`src/rtl/lr35902_oam_dma.sv`:
```
// OAM DMA controller: a write to I/O register 'h46 copies LEN bytes from page {src, 8'h00}
// into OAM, one byte per arbitrated read followed by a single-cycle OAM write.
module lr35902_oam_dma #(
    parameter int unsigned LEN = 160
) (
    input  logic        clk,
    input  logic        reset,
    input  logic [7:0]  din,
    input  logic [7:0]  adr,
    input  logic        read,
    input  logic        write,
    output logic [7:0]  dout,
    output logic        dma_active,
    output logic        bus_req,
    input  logic        bus_gnt,
    output logic [15:0] mem_adr,
    output logic        mem_rd,
    input  logic [7:0]  mem_rdata,
    input  logic        mem_ack,
    output logic [7:0]  oam_adr,
    output logic [7:0]  oam_wdata,
    output logic        oam_we
);

    localparam logic [7:0] RegDma = 8'h46;
    localparam logic [7:0] Last   = 8'(LEN - 1);

    typedef enum logic [1:0] {StIdle, StReq, StWr} state_t;

    state_t     state;
    logic [7:0] src;
    logic [7:0] idx;
    logic [7:0] data;
    logic [7:0] page;
    logic       dma_wr;

    assign dma_wr = write && (adr == RegDma);

    // Echo RAM pages E0..FF fold back onto the work RAM at C0..DF.
    assign page = (src < 8'hE0) ? src : (src - 8'h20);

    always_ff @(posedge clk) begin
        if (reset) begin
            state <= StIdle;
            src   <= 8'h00;
            idx   <= 8'h00;
            data  <= 8'h00;
            dout  <= 8'h00;
        end else begin
            if (read) begin
                dout <= (adr == RegDma) ? src : 8'hFF;
            end
            // A register write restarts from any state and drops any byte acked this cycle.
            if (dma_wr) begin
                src   <= din;
                idx   <= 8'h00;
                state <= StReq;
            end else begin
                case (state)
                    StReq: begin
                        if (mem_rd && mem_ack) begin
                            data  <= mem_rdata;
                            state <= StWr;
                        end
                    end
                    StWr: begin
                        if (idx == Last) begin
                            state <= StIdle;
                        end else begin
                            idx   <= idx + 8'd1;
                            state <= StReq;
                        end
                    end
                    default: state <= StIdle;
                endcase
            end
        end
    end

    assign dma_active = (state == StReq) || (state == StWr);
    assign bus_req    = dma_active;
    assign mem_rd     = (state == StReq) && bus_gnt;
    assign mem_adr    = {page, idx};
    assign oam_we     = (state == StWr);
    assign oam_adr    = idx;
    assign oam_wdata  = data;

endmodule

```
`config.mk`:
```
export PLATFORM = sky130hd
export DESIGN_NAME = lr35902_oam_dma
export DESIGN_NICKNAME = d
export VERILOG_FILES = /design/src/rtl/lr35902_oam_dma.sv
export SDC_FILE = /design/constraint.sdc
export NUM_CORES = 1
export LEC_CHECK = 0
export ABC_AREA = 1
export BUFFER_PORTS_ARGS = -buffer_cell sky130_fd_sc_hd__buf_2
export CORE_ASPECT_RATIO = 0.75
export CORE_MARGIN = 4
export CORE_UTILIZATION = 28
export DETAILED_ROUTE_END_ITERATION = 8
export GPL_TIMING_DRIVEN = 0
export PLACE_DENSITY = 0.59
export REMOVE_ABC_BUFFERS = 1
export SLEW_MARGIN = 20
export SYNTH_ARGS = -nofsm -noshare
export SYNTH_HDL_FRONTEND = slang
export SYNTH_SLANG_ARGS = --single-unit
```
`constraint.sdc`:
```
create_clock -name clk -period 1.4 [get_ports clk]
set_input_delay 0.07 -clock clk [delete_from_list [all_inputs] [get_ports clk]]
set_output_delay 0.07 -clock clk [all_outputs]
set_load 0.01 [all_outputs]
```
# Word-level counts from Yosys, hierarchy flattened
# Cells that the tools add are included.
dict set report classes {
  order_cmp 1
  reduce_logical 7
  n_addsub 2
  muxes 6
  n_bitwise 2
  eq_ne 6
}
# cell n
set op_table {}
lappend op_table {{2-to-1 mux 8 bit} 2}
lappend op_table {{adder 8 x 1 -> 8 bit (second input constant)} 1}
lappend op_table {{equality test 8 x 7 -> 1 bit (second input constant)} 1}
lappend op_table {{equality test 8 bit (second input constant)} 1}
lappend op_table {{less-than comparator 8 bit (second input constant)} 1}
lappend op_table {{subtractor 8 x 6 -> 8 bit (second input constant)} 1}
lappend op_table {{case mux 2 bit (2 select lines)} 1}
lappend op_table {{logical AND 1 bit} 3}
lappend op_table {{inequality test 3 bit (second input constant)} 1}
lappend op_table {{AND reduction 3 bit} 1}
lappend op_table {{equality test 2 x 1 -> 1 bit (second input constant)} 1}
lappend op_table {{equality test 2 bit (second input constant)} 1}
lappend op_table {{2-to-1 mux 1 bit} 2}
lappend op_table {{2-to-1 mux 2 bit} 1}
lappend op_table {{inequality test 2 bit (second input constant)} 1}
lappend op_table {{inverter 1 bit} 2}
lappend op_table {{AND reduction 2 bit} 1}
lappend op_table {{OR reduction 2 bit} 1}
lappend op_table {{logical OR 1 bit} 1}
dict set report word_totals {
  word_cells 30
  reg_bits 34
  in_bits 30
}

# Depth between registers and ports, before layout
# Gate-level depths: netlist of run 1.
dict set report depth {
  word_depth 6
  depth_mapped 9
  mapped_depth_nobuf 9
}

# Worst setup path after synthesis of run 1
# Ideal clock, no wire load.
dict set report synth_path {
  path_type {flip-flop to flip-flop}
  from {register idx[1] (netlist: oam_adr[1])}
  to {register state[0]}
  stages_incl_launch_ff 9
  slack_ns 0.079
  t_arrival_ns 1.203
  synth_period_minus_slack_ns 1.321
  path_buffers 0
  setup_time_ns 0.117
  t_required_ns 1.283
  cell_sequence {dfxtp_1 -> ha_1 -> nand2_2 -> nor2_4 -> nand2_4 -> nand2_8 -> nor2_1 -> nor2_1 -> nor2_1}
}
dict set report synth_via {
  elab_chain_cells 4
}
# item line
set synth_rtl {}
lappend synth_rtl {{start: declaration} 32} ;# logic [7:0] idx;
lappend synth_rtl {{start signal: assignment} 70} ;# idx <= idx + 8'd1;
lappend synth_rtl {{equality test 8 bit} 67} ;# if (idx == Last) begin
lappend synth_rtl {{2-to-1 mux 1 bit} 67}
lappend synth_rtl {{case mux 2 bit (2 select lines)} 59} ;# case (state)
lappend synth_rtl {{2-to-1 mux 1 bit} 54} ;# if (dma_wr) begin
lappend synth_rtl {{end signal: assignment} 57} ;# state <= StReq;
lappend synth_rtl {{end signal: assignment} 63} ;# state <= StWr;
lappend synth_rtl {{end signal: assignment} 68} ;# state <= StIdle;
lappend synth_rtl {{end: declaration} 30} ;# state_t state;
# No other way between the ends.
# A chain may end at the register's enable or synchronous reset.

# Final worst setup path of run 1
dict set report layout_path {
  from {register src[5]}
  to {output mem_adr[14]}
}
dict set report layout_via {
  elab_chain_cells 2
  elab_cells_between_ends 3
}
# item line
set layout_rtl {}
lappend layout_rtl {{start: declaration} 31} ;# logic [7:0] src;
lappend layout_rtl {{start signal: assignment} 55} ;# src <= din;
lappend layout_rtl {{subtractor 8 x 6 -> 8 bit or less-than comparator 8 bit (tied branches)} 40} ;# assign page = (src < 8'hE0) ? src : (src - 8'h20);
lappend layout_rtl {{2-to-1 mux 8 bit *} 40}
lappend layout_rtl {{end: declaration} 16} ;# output logic [15:0] mem_adr,
# Every way passes the cells marked *; elsewhere a longest branch is shown, timed or not.

==> results of run 1 <==
-- worst reg2reg max path: stages, from the launching register on --
cell and delay, ns:
dfxtp_4 0.37, ha_2 0.20, nand2_2 0.10, nor2_4 0.06
buf_4 0.14, a21oi_4 0.18, nand2_1 0.10, a21oi_2 0.11
-- state kept, by name (all words and copies together) (netlist names) --
signal and count:
dout 8, oam_adr 8, oam_wdata 8, state 2, src 8
-- worst paths after layout --
| path | start | end | slack [ns] | cells after the start |
|---|---|---|---|---|
| setup / recovery | src[5] | mem_adr[14] | 0.07 | 6 |
| hold / removal | din[1] | src[1] | 0.01 | 3 |
| setup reg to reg | oam_adr[0] | oam_adr[4] | 0.08 | 7 |
| hold reg to reg | oam_wdata[1] | oam_wdata[1] | 0.48 | 2 |
-- layout make-up --
| class | count | share of cell area [%] |
|---|---|---|
| flip-flops and latches | 34 | 27.6 |
| clock buffers | 5 | 2.74 |
| repair buffers | 82 | 18.4 |
| well taps | 81 | 4.04 |
| inverters | 45 | 6.73 |
| clock inverters | 3 | 1.60 |
| multi-input cells | 188 | 38.9 |
-- kinds of logic after synthesis --
group,synth area share (%)
flip-flops,35.4
adder cells (fa/ha/maj),3.26
XOR/XNOR,1.37
buffers and inverters,16.8
AO/OA/AOI/OAI,8.92
AND/OR/NAND/NOR,34.2
-- power by group through the flow --
stage | logic [uW] | registers (uW) | clock network (uW)
3_3_place_gp | 152 | 1010 | 0
5_1_grt | 189 | 990 | 959
2_1_floorplan | 63.4 | 1020 | 0
3_5_place_dp | 155 | 1020 | 0
6_report | 164 | 988 | 893
4_1_cts | 165 | 992 | 936
-- placed cells by master, fill, tap and decap left out --
cell,n
a21oi_1,12
a21oi_2,6
a21oi_4,1
buf_12,1
buf_2,72
buf_4,4
buf_6,1
bufinv_16,1
clkbuf_8,5
clkinv_1,1
clkinv_2,2
dfxtp_1,28
dfxtp_2,4
dfxtp_4,2
dlygate4sd3_1,4
ha_1,2
ha_2,1
ha_4,2
inv_1,39
inv_2,5
nand2_1,71
nand2_2,6
nand2_4,1
nand2_8,1
nand3_1,17
nand3_4,1
nor2_1,49
nor2_2,2
nor2_4,3
o21ai_0,8
o21ai_1,1
o21ai_4,1
xor2_1,3
-- layer usage --
layer | global-route usage [%] | up-vias
met5 | 0 | -
met4 | 3.98 | 0
met3 | 3.23 | 5
met2 | 19.1 | 40
met1 | 14.2 | 775
li1 | - | 995
-- through the flow --
step | power (uW) | utilization (%) | setup WS, ns
floorplan | 1090 | - | 0.0138
detailed placement | 1170 | 34.5 | -0.147
global route | 2140 | 38.7 | -0.00405
finish | 2050 | 38.7 | 0.0652
CTS | 2090 | 37.1 | 0.0167
global placement | 1170 | 34.5 | -0.113
-- what timing repair did --
item / CTS / global route
cloned: 0 / 0
hold buffers: 4 / 0
pin swaps: 0 / 4
gates resized for setup: 9 / 14
hold endpoints to repair: 4 / 0
setup endpoints to repair: 11 / 16
setup buffers: 0 / 5
==> flow_summary.json, run 1 <==
{
  "hold_viol_final": 0,
  "synth_common_cells": "nand2_1 (73), nor2_1 (49), inv_1 (42)",
  "end_kind": "output pin",
  "drt_iter0_drc": 65,
  "required_ns": 1.33,
  "start_util_pct": 29.7,
  "overflow": 0,
  "ios": 74,
  "switchingPower_uw": 469,
  "vias_per_cell": 4.14,
  "grt_pass1_vias": 1661,
  "cts_tree": "done",
  "nets": 391,
  "async_flop_share_pct": 0,
  "cp_slowest_stage_delay_ns": 0.35,
  "grt_pass1_wl_um": 7690,
  "drt-met1-wl_um": 2330,
  "synth_enable_flop_cells": 0,
  "wirelength_um": 4840,
  "whs_ns": 0.0116,
  "met3_length_um": 261,
  "ys_ff_latch": 34,
  "portBuffers": 73,
  "fin_cells": 438,
  "die_x_um": 104,
  "maxClockFrequency_mhz": 749,
  "design.core.area_um2": 6470,
  "antenna_found_initial": 0,
  "drive_above_1_share_pct": 34.2,
  "path_buf_inv": 3,
  "period_minus_slack_ns": 1.33,
  "maxCapViolCount": 0,
  "relSlewSlack_pct": 64.2,
  "drt-wirelength-per-cell_um": 11.0,
  "crit_chain": "inv_2 -> ha_1 -> nand3_1 -> nand2_1 -> inv_1 -> buf_6",
  "crit_family": "flip-flops",
  "dpl-instance-area_um2": 2230,
  "synthFlopType": "dfxtp_1",
  "synth_most_common_cell": "nand2_1",
  "arrival_ns": 1.26,
  "cts_sinks": 34,
  "drc": 0,
  "final_max_slew_viol_count": 0,
  "cp_max_fo": 4,
  "crit_type": "reg -> out",
  "worstMarginPinSlew_ns": 0.533,
  "multi_input_area_um2": 975,
  "root_buffer": "clkbuf_8",
  "clk_pin_slew_ns": 0.07,
  "final_cell_area_um2": 2510,
  "met2_length_um": 2190,
  "clockBufferDepth": 2,
  "start_kind": "flop",
  "dieArea_um2": 8270,
  "num_vias": 1815,
  "fin_skew_ns": 0.00563,
  "syn2layout_area_growth_pct": 30.5,
  "fin_crit_sh_pct": 95.3,
  "ir_drop_v": 0.000319,
  "yosys.area.top_type": "dfxtp_1",
  "cts_htree_levels": 2,
  "p_leak_uw": 0.00135,
  "status": "complete, no violations",
  "placedCellCount": 421,
  "place.detailed.hpwl_um": 3500,
  "yosys.cell_types.count": 23,
  "power.sequential.fraction_pct": 48.3,
  "netlist_area_um2": 1920,
  "setup_violations": 0,
  "rows": 25,
  "cts_buffers": 5,
  "crit_slowest_cell": "dfxtp_2",
  "synth_top_area_share_pct": 35.4,
  "powerDensity_nw_per_um2": 816,
  "antenna_cells": 0,
  "clock_latency_ns": 0.28,
  "yosysSeqAreaShare_pct": 35.4,
  "synth_warnings": 0,
  "hold_class": "in -> reg",
  "power_frac_clock_pct": 43.7,
  "p_int_uw": 1580,
  "grt_usage_pct": 11.4,
  "routabilityCongestion": 0.852,
  "fp.dieH_um": 79.8,
  "p_comb_share_pct": 8.0,
  "ant_nets": 0,
  "swShare_pct": 22.9,
  "top_layer": "met4",
  "setup_tns_ns": 0,
  "regArea_um2": 693,
  "avgSynthCellArea_um2": 6.67,
  "synth.area.top_cells": "dfxtp_1 (35%), nand2_1 (14%), nor2_1 (9.6%)",
  "syn_inst": 288,
  "drtPass1Iterations": 4,
  "fill_cells": 729,
  "grt_max_degree": 26
}
Note: power is estimated with default switching activity, not from simulation.
==> run 2: changes to the inputs <==
--- a/config.mk
+++ b/config.mk
@@ -7,12 +7,15 @@
 export LEC_CHECK = 0
 export ABC_AREA = 1
 export BUFFER_PORTS_ARGS = -buffer_cell sky130_fd_sc_hd__buf_2
+export CAP_MARGIN = 20
+export CELL_PAD_IN_SITES_DETAIL_PLACEMENT = 1
+export CELL_PAD_IN_SITES_GLOBAL_PLACEMENT = 2
 export CORE_ASPECT_RATIO = 0.75
 export CORE_MARGIN = 4
-export CORE_UTILIZATION = 28
+export CORE_UTILIZATION = 25
 export DETAILED_ROUTE_END_ITERATION = 8
 export GPL_TIMING_DRIVEN = 0
-export PLACE_DENSITY = 0.59
+export PLACE_DENSITY = 0.87
 export REMOVE_ABC_BUFFERS = 1
 export SLEW_MARGIN = 20
 export SYNTH_ARGS = -nofsm -noshare
==> flow_summary.json, run 2 (synthesis gave the netlist of run 1 again) <==
{
  "place.detailed.hpwl_um": 4080,
  "design.core.area_um2": 7400,
  "grt_usage_pct": 12.0,
  "powerDensity_nw_per_um2": 752,
  "num_vias": 1864,
  "vias_per_cell": 4.07,
  "antenna_found_initial": 0,
  "fin_ws_ns": 0.0777,
  "rows": 27,
  "crit_type": "reg -> out",
  "routabilityCongestion": 0.793,
  "cts_tree": "done",
  "start_kind": "flop",
  "maxClockFrequency_mhz": 756,
  "drt_iter0_drc": 29,
  "final_max_slew_viol_count": 0,
  "crit_family": "flip-flops",
  "fin_crit_sh_pct": 94.4,
  "dieArea_um2": 9170,
  "setup_violations": 0,
  "ir_drop_v": 0.000302,
  "clockBufferDepth": 2,
  "clk_pin_slew_ns": 0.07,
  "required_ns": 1.33,
  "cts_sinks": 34,
  "fp.dieH_um": 83.9,
  "crit_slowest_cell": "dfxtp_2",
  "drive_above_1_share_pct": 35.0,
  "fin_skew_ns": 0.00595,
  "grt_max_degree": 26,
  "period_minus_slack_ns": 1.32,
  "status": "complete, no violations",
  "antenna_cells": 0,
  "relSlewSlack_pct": 65.5,
  "grt_pass1_vias": 1818,
  "start_util_pct": 26.0,
  "clock_latency_ns": 0.28,
  "syn2layout_area_growth_pct": 31.9,
  "die_x_um": 109,
  "maxCapViolCount": 0,
  "drc": 0,
  "cts_buffers": 5,
  "path_buf_inv": 3,
  "final_cell_mix": "nand2_1 (72), buf_2 (72), nor2_1 (49)",
  "ios": 74,
  "pre_cts_slack_ns": -0.206,
  "nets": 391,
  "end_kind": "output pin",
  "hold_class": "in -> reg",
  "cts_htree_levels": 2,
  "crit_chain": "inv_4 -> ha_4 -> nand3_2 -> nand2_1 -> inv_1 -> buf_6",
  "worstMarginPinSlew_ns": 0.514,
  "portBuffers": 73,
  "drtPass1Iterations": 4,
  "final_util_pct": 34.3,
  "grt_pass1_wl_um": 8830,
  "ant_nets": 0,
  "overflow": 0,
  "root_buffer": "clkbuf_8",
  "drt-wirelength-per-cell_um": 11.8,
  "hold_viol_final": 0,
  "wirelength_um": 5420,
  "cp_max_fo": 3,
  "cp_slowest_stage_delay_ns": 0.36,
  "p_leak_uw": 0.00134,
  "arrival_ns": 1.25
}
-- run 2: power by group --
group,total [uW],switching (uW),internal [uW]
registers,988,7.67,980
logic,160,92.7,67.7
clock network,758,361,397
total,1910,461,1440
-- run 2: per-stage QoR --
stage               std cells  power [uW]  hold slack (ns)  instance area [um2]  setup TNS, ns
global route              458        2020           0.0156                 2530        -0.0370
global placement          441        1170            0.293                 2260          -1.67
CTS                       451        1960          0.00169                 2400              0
floorplan                 267        1090            0.142                 1770              0
finish                    458        1910           0.0126                 2530              0
detailed placement        441        1170            0.299                 2260          -2.29
-- run 2: worst paths after layout --
check                     from           end  slack, ns  cells past startpoint
hold / removal          din[3]        src[3]       0.01                      3
setup reg to reg      state[1]      state[0]       0.09                      9
hold reg to reg   oam_wdata[7]  oam_wdata[7]       0.48                      2
setup / recovery        src[6]   mem_adr[14]       0.08                      6
-- run 2: layout make-up --
cell class	instances	area (um2)
multi-input combinational	189	1000
inverter	45	174
clock buffer	7	86.3
timing repair buffer	81	447
tap	101	126
clock inverter	1	5.00
fill	974	4860
sequential	34	693
-- run 2: repair_timing --
item                       CTS  global route
gates cloned                 0             1
buffers inserted             1             6
hold buffers                 1             0
setup endpoints to repair   17            17
pin swaps                    2             5
gates resized for setup     10            16
hold endpoints to repair     1             0
-- run 2: routing by layer --
| layer | wire length, um | track usage, % |
|---|---|---|
| met1 | 2600 | 16.4 |
| met5 | 0 | 0 |
| met3 | 169 | 2.32 |
| met2 | 2580 | 19.0 |
| met4 | 60 | 3.74 |
-- run 2: tightest hold or removal path, stage by stage --
cell,delay (ns)
buf_2,0.08
nor2_1,0.03
nor2_1,0.08
